--- config.mk ---
export PLATFORM = sky130hd
export DESIGN_NAME = multicycle_control
export DESIGN_NICKNAME = d
export VERILOG_FILES = /design/src/rtl/mc_pkg.sv /design/src/rtl/mc_opcode_class.sv /design/src/rtl/multicycle_control.sv
export SDC_FILE = /design/constraint.sdc
export NUM_CORES = 1
export LEC_CHECK = 0
export CAP_MARGIN = 10
export CORE_MARGIN = 2
export CORE_UTILIZATION = 42
export DETAILED_ROUTE_END_ITERATION = 8
export PLACE_DENSITY = 0.89
export SKIP_LAST_GASP = 1
export SYNTH_ARGS = -nofsm -noshare
export SYNTH_HDL_FRONTEND = slang
export SYNTH_HIERARCHICAL = 1
export SYNTH_SLANG_ARGS = --single-unit
--- constraint.sdc ---
create_clock -name clk -period 1.7 [get_ports clk]
set_clock_uncertainty 0.15 [all_clocks]
set_input_delay 0.255 -clock clk [delete_from_list [all_inputs] [get_ports clk]]
set_output_delay 0.255 -clock clk [all_outputs]
set_load 0.02 [all_outputs]
--- src/rtl/mc_pkg.sv ---
// Shared types and encodings for the multi-cycle MIPS-subset sequencer.
// Used by multicycle_control and mc_opcode_class.
package mc_pkg;

    // Sequencer states
    typedef enum logic [3:0] {
        RST       = 4'd0,
        FETCH     = 4'd1,
        DECODE    = 4'd2,
        MEM_ADDR  = 4'd3,
        MEM_READ  = 4'd4,
        MEM_WB    = 4'd5,
        MEM_WRITE = 4'd6,
        R_EXEC    = 4'd7,
        R_WB      = 4'd8,
        I_EXEC    = 4'd9,
        I_WB      = 4'd10,
        BRANCH    = 4'd11,
        JUMP      = 4'd12,
        EXCEPT    = 4'd13
    } mc_state_e;

    // Opcodes understood by this datapath (IR[31:26])
    localparam logic [5:0] OP_RTYPE = 6'b000000;
    localparam logic [5:0] OP_J     = 6'b000010;
    localparam logic [5:0] OP_BEQ   = 6'b000100;
    localparam logic [5:0] OP_ADDI  = 6'b001000;
    localparam logic [5:0] OP_LB    = 6'b100000;
    localparam logic [5:0] OP_LH    = 6'b100001;
    localparam logic [5:0] OP_LW    = 6'b100011;
    localparam logic [5:0] OP_SB    = 6'b101000;
    localparam logic [5:0] OP_SH    = 6'b101001;
    localparam logic [5:0] OP_SW    = 6'b101011;

    // ALU operation select
    localparam logic [1:0] ALU_ADD   = 2'b00;
    localparam logic [1:0] ALU_SUB   = 2'b01;
    localparam logic [1:0] ALU_FUNCT = 2'b10;

    // ALU B operand select
    localparam logic [1:0] SRCB_RT      = 2'b00;
    localparam logic [1:0] SRCB_FOUR    = 2'b01;
    localparam logic [1:0] SRCB_IMM     = 2'b10;
    localparam logic [1:0] SRCB_IMM_SH2 = 2'b11;

    // PC source select
    localparam logic [1:0] PCSRC_ALU    = 2'b00;
    localparam logic [1:0] PCSRC_ALUOUT = 2'b01;
    localparam logic [1:0] PCSRC_JUMP   = 2'b10;
    localparam logic [1:0] PCSRC_EXC    = 2'b11;

    // Memory access size
    localparam logic [1:0] SIZE_WORD = 2'b00;
    localparam logic [1:0] SIZE_HALF = 2'b01;
    localparam logic [1:0] SIZE_BYTE = 2'b10;

    // Exception cause
    localparam logic [1:0] EXC_NONE    = 2'b00;
    localparam logic [1:0] EXC_ILLEGAL = 2'b01;
    localparam logic [1:0] EXC_TIMEOUT = 2'b10;

    // Access size from the low opcode bits of a load/store
    function automatic logic [1:0] size_from_op(input logic [1:0] op_lo);
        logic [1:0] size;
        case (op_lo)
            2'b11:   size = SIZE_WORD;
            2'b01:   size = SIZE_HALF;
            2'b00:   size = SIZE_BYTE;
            default: size = SIZE_WORD;
        endcase
        return size;
    endfunction

endpackage

--- src/rtl/mc_opcode_class.sv ---
// Combinational opcode classifier: maps IR[31:26] to an instruction class
// and a memory access size. Kept separate so a pipelined decoder can reuse it.
module mc_opcode_class
    import mc_pkg::*;
(
    input  logic [5:0] opcode,
    output logic       is_rtype,
    output logic       is_jump,
    output logic       is_beq,
    output logic       is_addi,
    output logic       is_load,
    output logic       is_store,
    output logic       is_illegal,
    output logic [1:0] size
);

    // Classify the opcode; anything not listed is illegal
    always_comb begin
        is_rtype   = 1'b0;
        is_jump    = 1'b0;
        is_beq     = 1'b0;
        is_addi    = 1'b0;
        is_load    = 1'b0;
        is_store   = 1'b0;
        is_illegal = 1'b0;
        case (opcode)
            OP_RTYPE:            is_rtype   = 1'b1;
            OP_J:                is_jump    = 1'b1;
            OP_BEQ:              is_beq     = 1'b1;
            OP_ADDI:             is_addi    = 1'b1;
            OP_LB, OP_LH, OP_LW: is_load    = 1'b1;
            OP_SB, OP_SH, OP_SW: is_store   = 1'b1;
            default:             is_illegal = 1'b1;
        endcase
    end

    assign size = size_from_op(opcode[1:0]);

endmodule

--- src/rtl/multicycle_control.sv ---
// Multi-cycle sequencer for the MIPS-subset datapath (R-type, loads, stores,
// beq, j, addi). Outputs are a Moore decode of the state register; only the
// fetch/store completion enables also look at mem_ready.
// Optional build macro MC_MEM_TIMEOUT_EN: bounds memory waits and raises a
// bus-timeout exception after TIMEOUT_CYCLES stalled cycles.
module multicycle_control
    import mc_pkg::*;
#(
    parameter int TIMEOUT_CYCLES = 16,
    parameter int CNT_W          = 5
)
(
    input  logic       clk,
    input  logic       rst_n,
    input  logic [5:0] opcode,
    input  logic       mem_ready,
    output logic       pc_write,
    output logic       pc_write_cond,
    output logic       ir_write,
    output logic       i_or_d,
    output logic       mem_read,
    output logic       mem_write,
    output logic [1:0] mem_size,
    output logic       reg_write,
    output logic       reg_dst,
    output logic       mem_to_reg,
    output logic       alu_src_a,
    output logic [1:0] alu_src_b,
    output logic [1:0] alu_op,
    output logic [1:0] pc_source,
    output logic       exception,
    output logic [1:0] exc_cause,
    output logic       instr_done
);

    mc_state_e  state_r;
    mc_state_e  state_next_s;
    logic [1:0] size_r;
    logic [1:0] exc_cause_r;
    logic [1:0] exc_cause_next_s;

    logic       cls_rtype_s;
    logic       cls_jump_s;
    logic       cls_beq_s;
    logic       cls_addi_s;
    logic       cls_load_s;
    logic       cls_store_s;
    logic       cls_illegal_s;
    logic [1:0] cls_size_s;

    logic       wait_state_s;
    logic       timeout_s;

    mc_opcode_class u_opcode_class (
        .opcode     (opcode),
        .is_rtype   (cls_rtype_s),
        .is_jump    (cls_jump_s),
        .is_beq     (cls_beq_s),
        .is_addi    (cls_addi_s),
        .is_load    (cls_load_s),
        .is_store   (cls_store_s),
        .is_illegal (cls_illegal_s),
        .size       (cls_size_s)
    );

    assign wait_state_s = (state_r == FETCH) || (state_r == MEM_READ) || (state_r == MEM_WRITE);

`ifdef MC_MEM_TIMEOUT_EN
    logic [CNT_W-1:0] wait_cnt_r;

    assign timeout_s = wait_state_s && !mem_ready &&
                       (wait_cnt_r == CNT_W'(TIMEOUT_CYCLES - 1));

    // Count consecutive stalled cycles within one memory-wait state
    always_ff @(posedge clk or negedge rst_n) begin
        if (!rst_n) begin
            wait_cnt_r <= {CNT_W{1'b0}};
        end else if (state_next_s != state_r) begin
            wait_cnt_r <= {CNT_W{1'b0}};
        end else if (mem_ready) begin
            wait_cnt_r <= {CNT_W{1'b0}};
        end else if (wait_state_s) begin
            wait_cnt_r <= wait_cnt_r + CNT_W'(1);
        end else begin
            wait_cnt_r <= {CNT_W{1'b0}};
        end
    end
`else
    // Waits are unbounded; the sizing parameters only matter for the timeout build
    localparam logic CFG_OK = ((64'd1 << CNT_W) > 64'(TIMEOUT_CYCLES));
    assign timeout_s = 1'b0 & CFG_OK;
`endif

    // State register
    always_ff @(posedge clk or negedge rst_n) begin
        if (!rst_n) begin
            state_r <= RST;
        end else begin
            state_r <= state_next_s;
        end
    end

    // Capture the access size while the opcode is decoded
    always_ff @(posedge clk or negedge rst_n) begin
        if (!rst_n) begin
            size_r <= SIZE_WORD;
        end else if (state_r == DECODE) begin
            size_r <= cls_size_s;
        end else begin
            size_r <= size_r;
        end
    end

    // Exception cause, held until the next exception or reset
    always_ff @(posedge clk or negedge rst_n) begin
        if (!rst_n) begin
            exc_cause_r <= EXC_NONE;
        end else begin
            exc_cause_r <= exc_cause_next_s;
        end
    end

    assign exc_cause = exc_cause_r;

    // Next-state and Moore output decode
    always_comb begin
        state_next_s     = state_r;
        exc_cause_next_s = exc_cause_r;
        pc_write         = 1'b0;
        pc_write_cond    = 1'b0;
        ir_write         = 1'b0;
        i_or_d           = 1'b0;
        mem_read         = 1'b0;
        mem_write        = 1'b0;
        mem_size         = SIZE_WORD;
        reg_write        = 1'b0;
        reg_dst          = 1'b0;
        mem_to_reg       = 1'b0;
        alu_src_a        = 1'b0;
        alu_src_b        = SRCB_RT;
        alu_op           = ALU_ADD;
        pc_source        = PCSRC_ALU;
        exception        = 1'b0;
        instr_done       = 1'b0;

        case (state_r)
            RST: begin
                state_next_s = FETCH;
            end
            FETCH: begin
                mem_read  = 1'b1;
                alu_src_b = SRCB_FOUR;
                ir_write  = mem_ready;
                pc_write  = mem_ready;
                if (timeout_s) begin
                    state_next_s     = EXCEPT;
                    exc_cause_next_s = EXC_TIMEOUT;
                end else if (mem_ready) begin
                    state_next_s = DECODE;
                end else begin
                    state_next_s = FETCH;
                end
            end
            DECODE: begin
                // Branch target is precomputed into ALUOut here
                alu_src_b = SRCB_IMM_SH2;
                if (cls_illegal_s) begin
                    state_next_s     = EXCEPT;
                    exc_cause_next_s = EXC_ILLEGAL;
                end else if (cls_rtype_s) begin
                    state_next_s = R_EXEC;
                end else if (cls_jump_s) begin
                    state_next_s = JUMP;
                end else if (cls_beq_s) begin
                    state_next_s = BRANCH;
                end else if (cls_addi_s) begin
                    state_next_s = I_EXEC;
                end else if (cls_load_s || cls_store_s) begin
                    state_next_s = MEM_ADDR;
                end else begin
                    state_next_s     = EXCEPT;
                    exc_cause_next_s = EXC_ILLEGAL;
                end
            end
            MEM_ADDR: begin
                alu_src_a = 1'b1;
                alu_src_b = SRCB_IMM;
                if (opcode[3]) begin
                    state_next_s = MEM_WRITE;
                end else begin
                    state_next_s = MEM_READ;
                end
            end
            MEM_READ: begin
                mem_read = 1'b1;
                i_or_d   = 1'b1;
                mem_size = size_r;
                if (timeout_s) begin
                    state_next_s     = EXCEPT;
                    exc_cause_next_s = EXC_TIMEOUT;
                end else if (mem_ready) begin
                    state_next_s = MEM_WB;
                end else begin
                    state_next_s = MEM_READ;
                end
            end
            MEM_WB: begin
                reg_write    = 1'b1;
                mem_to_reg   = 1'b1;
                instr_done   = 1'b1;
                state_next_s = FETCH;
            end
            MEM_WRITE: begin
                mem_write  = 1'b1;
                i_or_d     = 1'b1;
                mem_size   = size_r;
                instr_done = mem_ready;
                if (timeout_s) begin
                    state_next_s     = EXCEPT;
                    exc_cause_next_s = EXC_TIMEOUT;
                end else if (mem_ready) begin
                    state_next_s = FETCH;
                end else begin
                    state_next_s = MEM_WRITE;
                end
            end
            R_EXEC: begin
                alu_src_a    = 1'b1;
                alu_src_b    = SRCB_RT;
                alu_op       = ALU_FUNCT;
                state_next_s = R_WB;
            end
            R_WB: begin
                reg_write    = 1'b1;
                reg_dst      = 1'b1;
                instr_done   = 1'b1;
                state_next_s = FETCH;
            end
            I_EXEC: begin
                alu_src_a    = 1'b1;
                alu_src_b    = SRCB_IMM;
                state_next_s = I_WB;
            end
            I_WB: begin
                reg_write    = 1'b1;
                instr_done   = 1'b1;
                state_next_s = FETCH;
            end
            BRANCH: begin
                alu_src_a     = 1'b1;
                alu_src_b     = SRCB_RT;
                alu_op        = ALU_SUB;
                pc_write_cond = 1'b1;
                pc_source     = PCSRC_ALUOUT;
                instr_done    = 1'b1;
                state_next_s  = FETCH;
            end
            JUMP: begin
                pc_write     = 1'b1;
                pc_source    = PCSRC_JUMP;
                instr_done   = 1'b1;
                state_next_s = FETCH;
            end
            EXCEPT: begin
                exception    = 1'b1;
                pc_write     = 1'b1;
                pc_source    = PCSRC_EXC;
                state_next_s = FETCH;
            end
            default: begin
                // Unused encodings recover through the reset state
                state_next_s = RST;
            end
        endcase
    end

endmodule

# Word level (Yosys, flattened, before mapping)
# Cells that the tools add are included.
# classes
reduce_logical	16
muxes	40
eq_ne	28
# ops
op	n
== test 6 bit (second input constant)	6
case mux 4 bit (8 select lines)	1
== test 4 bit (second input constant)	6
2-to-1 mux 4 bit	6
2-to-1 mux 2 bit	9
2-to-1 mux 1 bit	17
== test 4 x 3 -> 1 bit (second input constant)	4
case mux 2 bit (3 select lines)	2
!= test 2 bit (second input constant)	5
OR reduction 10 bit	1
OR reduction 3 bit	3
== test 4 x 2 -> 1 bit (second input constant)	2
case mux 2 bit (2 select lines)	2
OR reduction 2 bit	4
OR reduction 7 bit	1
== test 6 x 2 -> 1 bit (second input constant)	1
== test 6 x 3 -> 1 bit (second input constant)	1
== test 6 x 4 -> 1 bit (second input constant)	1
zero test 6 bit	1
AND reduction 6 bit	1
OR reduction 5 bit	1
== test 4 x 1 -> 1 bit (second input constant)	1
zero test 4 bit	1
case mux 1 bit (2 select lines)	2
other kinds (5)	5
# word_totals
word_cells	87
input_bits	9
register_bits	8
output_inout_bits	22

# Longest topological paths before layout
# Gate-level depths: netlist (run 1).
# logic_depth
word_depth	11
mapped_depth	6
mapped_depth_nobuf	6

# Modules after synthesis
# Netlist (run 1), hierarchy kept.
# by_module_without_submodules
module	cells_per_inst	seq_area_each_um2	area_per_inst_um2	n_inst
multicycle_control	90	175.2	641.9	1
mc_opcode_class	17	0.0	121.4	1

# Worst setup path after synthesis (run 1)
# Ideal clock, no wire load.
# synth_path
path_type	register to output
start	reg state_r[1]
end	out ir_write
arrival_time_ps	1453
t_required_ps	1295
path_buffers	1
path_stages_with_launch	4
slack_ps	-158
path_cell_list	dfrtp_1 > buf_2 > nand2b_1 > nor4b_1
# synth_between
elab_chain_len	2
# synth_rtl
element	line_no	text
from (decl)	multicycle_control.sv:36	mc_state_e state_r;
from (signal assigned)	multicycle_control.sv:99	state_r <= state_next_s;
== test 4 x 1 -> 1 bit	multicycle_control.sv:146	case (state_r)
2-to-1 mux 1 bit	multicycle_control.sv:146	
to (decl)	multicycle_control.sv:19	output logic ir_write,
# No other way between the ends.

# Worst setup path in the final report (run 1)
# layout_path
start	reg state_r[3]
end	out instr_done
# layout_between
elab_chain_len	3
word_cells_on_any_way	8
cone_classes	6 x eq/ne; 1 x mux; 1 x reduce/logical
# layout_rtl
element	line_no	text
== test 4 bit / == test 4 x 3 -> 1 bit (equally long branches)	multicycle_control.sv:146	
OR reduction 5 bit (no source line)	n/a	
case mux 1 bit (2 select lines) *	multicycle_control.sv:146	
to (decl)	multicycle_control.sv:33	output logic instr_done
# Every way passes the cells marked *; elsewhere a longest branch is shown, timed or not.

==> results of run 1 <==
[registers in the layout, summed over array words and instances, names as in the netlist]
signal,count
state_r,4
exc_cause,1
size_r,2
[synth_stat cells, drive strengths merged]
| library cell | instances | share of area, % |
|---|---|---|
| nor2 | 14 | 6.9 |
| nand2 | 11 | 5.4 |
| buf | 7 | 6.4 |
| dfrtp | 7 | 23 |
| a21oi | 6 | 3.9 |
| and2 | 5 | 4.1 |
| nor3 | 5 | 3.3 |
| o21ai | 5 | 3.3 |
| nand2b | 4 | 3.3 |
| nor4b | 4 | 4.6 |
| a31oi | 3 | 2.5 |
| inv | 3 | 1.5 |
| nor4 | 3 | 2.5 |
| o21bai | 3 | 3.0 |
| and2b | 2 | 2.0 |
| clkbuf | 2 | 0.98 |
| nor2b | 2 | 1.6 |
| o22ai | 2 | 1.6 |
| o31ai | 2 | 2.0 |
| or4 | 2 | 2.5 |
| xnor2 | 2 | 2.3 |
| a2111oi | 1 | 1.1 |
| a22o | 1 | 1.1 |
| a22oi | 1 | 0.98 |
| and3 | 1 | 0.82 |
| and3b | 1 | 1.1 |
| conb | 1 | 0.49 |
| mux2i | 1 | 1.3 |
| nand3 | 1 | 0.66 |
| nand3b | 1 | 0.98 |
| nor3b | 1 | 1.6 |
| o311a | 1 | 1.3 |
| or2 | 1 | 0.82 |
| xor2 | 1 | 1.1 |
[routing by layer]
layer  vias up  track usage (%)  part of all wire [%]
met5         -                0                     0
met4         0             19.4                   7.0
met3        39             8.24                   6.8
met2        91             64.7                    53
met1       570             26.5                    33
li1        515                -                     -
[how the worst min path moves through the flow]
stage	end	slack [ns]	depth (start not counted)
detailed placement	size_r[0]	0.31	2
CTS	state_r[1]	0.11	1
global placement	size_r[0]	0.30	2
global route	state_r[3]	0.15	1
finish	state_r[0]	0.12	1
floorplan	exc_cause[0]	-0.19	0
[final cells by class]
class                           count  share of cell area (%)
Multi-Input combinational cell     88                    46.8
Timing Repair Buffer               71                    37.3
Sequential cell                     7                    11.5
Tap cell                           25                    2.00
Clock buffer                        4                    1.68
Inverter                            3                   0.721
[stage by stage]
| step | TNS [ns] | utilization, % | instances | worst slack (ns) |
|---|---|---|---|---|
| 2_1_floorplan | -0.0426 | - | 107 | -0.0426 |
| 3_3_place_gp | -7.24 | 75.2 | 183 | -0.631 |
| 3_5_place_dp | -8.50 | 75.2 | 183 | -0.727 |
| 4_1_cts | -0.222 | 82.6 | 196 | -0.0878 |
| 5_1_grt | -1.40 | 90.4 | 198 | -0.194 |
| 6_report | -1.04 | 90.4 | 198 | -0.143 |
[worst max-delay path, cell delays in order, from the launching register on]
cell and delay (ns):
dfrtp_2 0.46, and2b_1 0.27, a31oi_1 0.10, o21ai_1 0.17, buf_4 0.18
[cell families (layout without fill, tap and decap cells)]
family,count (synthesis),in the layout
compound gates,25,25
xor+xnor,3,3
buf+inv,12,78
flops,7,7
mux,1,1
other cells,1,1
simple gates,58,58
[power breakdown]
| part | switching [W] | total [W] | internal [W] |
|---|---|---|---|
| Sequential | 0.0000900 | 0.000326 | 0.000236 |
| Clock | 0.0000694 | 0.000160 | 0.0000901 |
| Combinational | 0.000878 | 0.00164 | 0.000766 |
[timing repair]
action                     CTS  global route
resized for setup          148            36
pin swaps                   20            16
setup endpoints to repair   25            21
buffers inserted             9             3
==> impl_metrics.yaml, run 1 <==
clock_tree:
  cts_hold_buf: 0
  cts.sinks: 7
  clock_latency_ns: 0.27
  cts_max_path_buffers: 2
  cts-root-buf: "clkbuf_4"
  cts_buffers: 3
  htree_levels: 1
  cts_tree: "yes"
  clk_pin_slew_ns: 0.06
final_layout:
  layout_commonest_cell: "buf_4"
  area_growth_pct: 105
  drive_gt1_share_pct: 62.4
  num_antenna_cells: 0
  multi_input_area_um2: 731
  seqCellArea_um2: 180
  final_area_um2: 1560
  final_cell_mix: "buf_4 (43), buf_6 (15), nand2_1 (10), nor2_1 (9), buf_2 (9)"
  fillCellCount: 83
  nNetsFinal: 183
critical_path:
  crit_path_end: "instr_done"
  crit_arrival_ns: 1.44
  crit_type: "reg2out"
  crit_path_end_kind: "output port"
  reg2regPathDepth: 6
  ff2ff_setup_slack_ns: -0.13
  worstSetupStartpointType: "register"
  crit_fanout: 6
  critPathLaunch: "state_r[3]"
  r2r-start: "state_r[2]"
  r2r-end: "state_r[0]"
  required_ns: 1.29
synth:
  syn_nets: 116
  synth_top_family_by_area: "simple AND/OR/NAND/NOR gates"
  netlist_area_um2: 763
  synthSimpleGateAreaFrac_pct: 42.1
  syn_avg_cell_area_um2: 7.13
  synth_compound_area_share_pct: 20.8
  synth.area.mux_share_pct: 1.31
  synth_adder_area_share_pct: 0
  synth_seq_area_share_pct: 23.0
  syn_inst: 107
  synth_cell_type_count: 38
  synth-xor-area-share_pct: 3.44
  ys_warn_count: 6
  ys_ff_latch: 7
global_route:
  antenna_found_initial: 0
  grt_start_max_net_pins: 11
  grt_pass1_wl_um: 4860
  track_usage_pct: 32.0
  overflow: 0
  grt_pass1_vias: 1131
routing:
  vias_per_cell: 6.14
  drt_iter0_drc: 62
  postRouteAntennaNets: 0
  wl_per_cell_um: 19.4
  drc: 0
  drt-total-wl_um: 3850
  drt-pass1-iter-count: 4
  route.vias.total: 1215
job:
  max-cap-violations: 0
timing:
  min_period_over_period_pct: 108
  whs_ns: 0.117
  timing.final.crit_period_ns: 1.84
  setup_slack_ns: -0.143
  setup_viol: 16
  fmaxAchievable_mhz: 543
  rsz0062_at_grt: "yes"
  hold_violations: 0
  drv_slew: 0
power:
  power_leakage_nw: 0.721
  vdd_drop_max_mv: 1.00
  power_density_nw_per_um2: 1360
  p_total_w: 0.00213
outcome:
  violations: "negative setup slack"
  status: "finished with violations"
die:
  rows: 15
  die_h_um: 46.6
  pin_count: 31
  die_x_um: 46.6
  core_um2: 1730
  die-area_um2: 2170
  initial_core_util_pct: 44.2
placed_design:
  dp_hpwl_um: 2130
  gp_congestion: 0.848
  placed_area_um2: 1300
  port_buffers: 29
worst_hold_path:
  min_path_type: "in2async"
Power figures use the tool's default switching activity.
==> inputs of run 2 (changes only) <==
--- a/config.mk
+++ b/config.mk
@@ -9,6 +9,7 @@
 export CORE_MARGIN = 2
 export CORE_UTILIZATION = 42
 export DETAILED_ROUTE_END_ITERATION = 8
+export GPL_ROUTABILITY_DRIVEN = 0
 export PLACE_DENSITY = 0.89
 export SKIP_LAST_GASP = 1
 export SYNTH_ARGS = -nofsm -noshare
==> results of run 2 <==
Same layout as run 1: the final DEF is identical, and so are final timing and power.
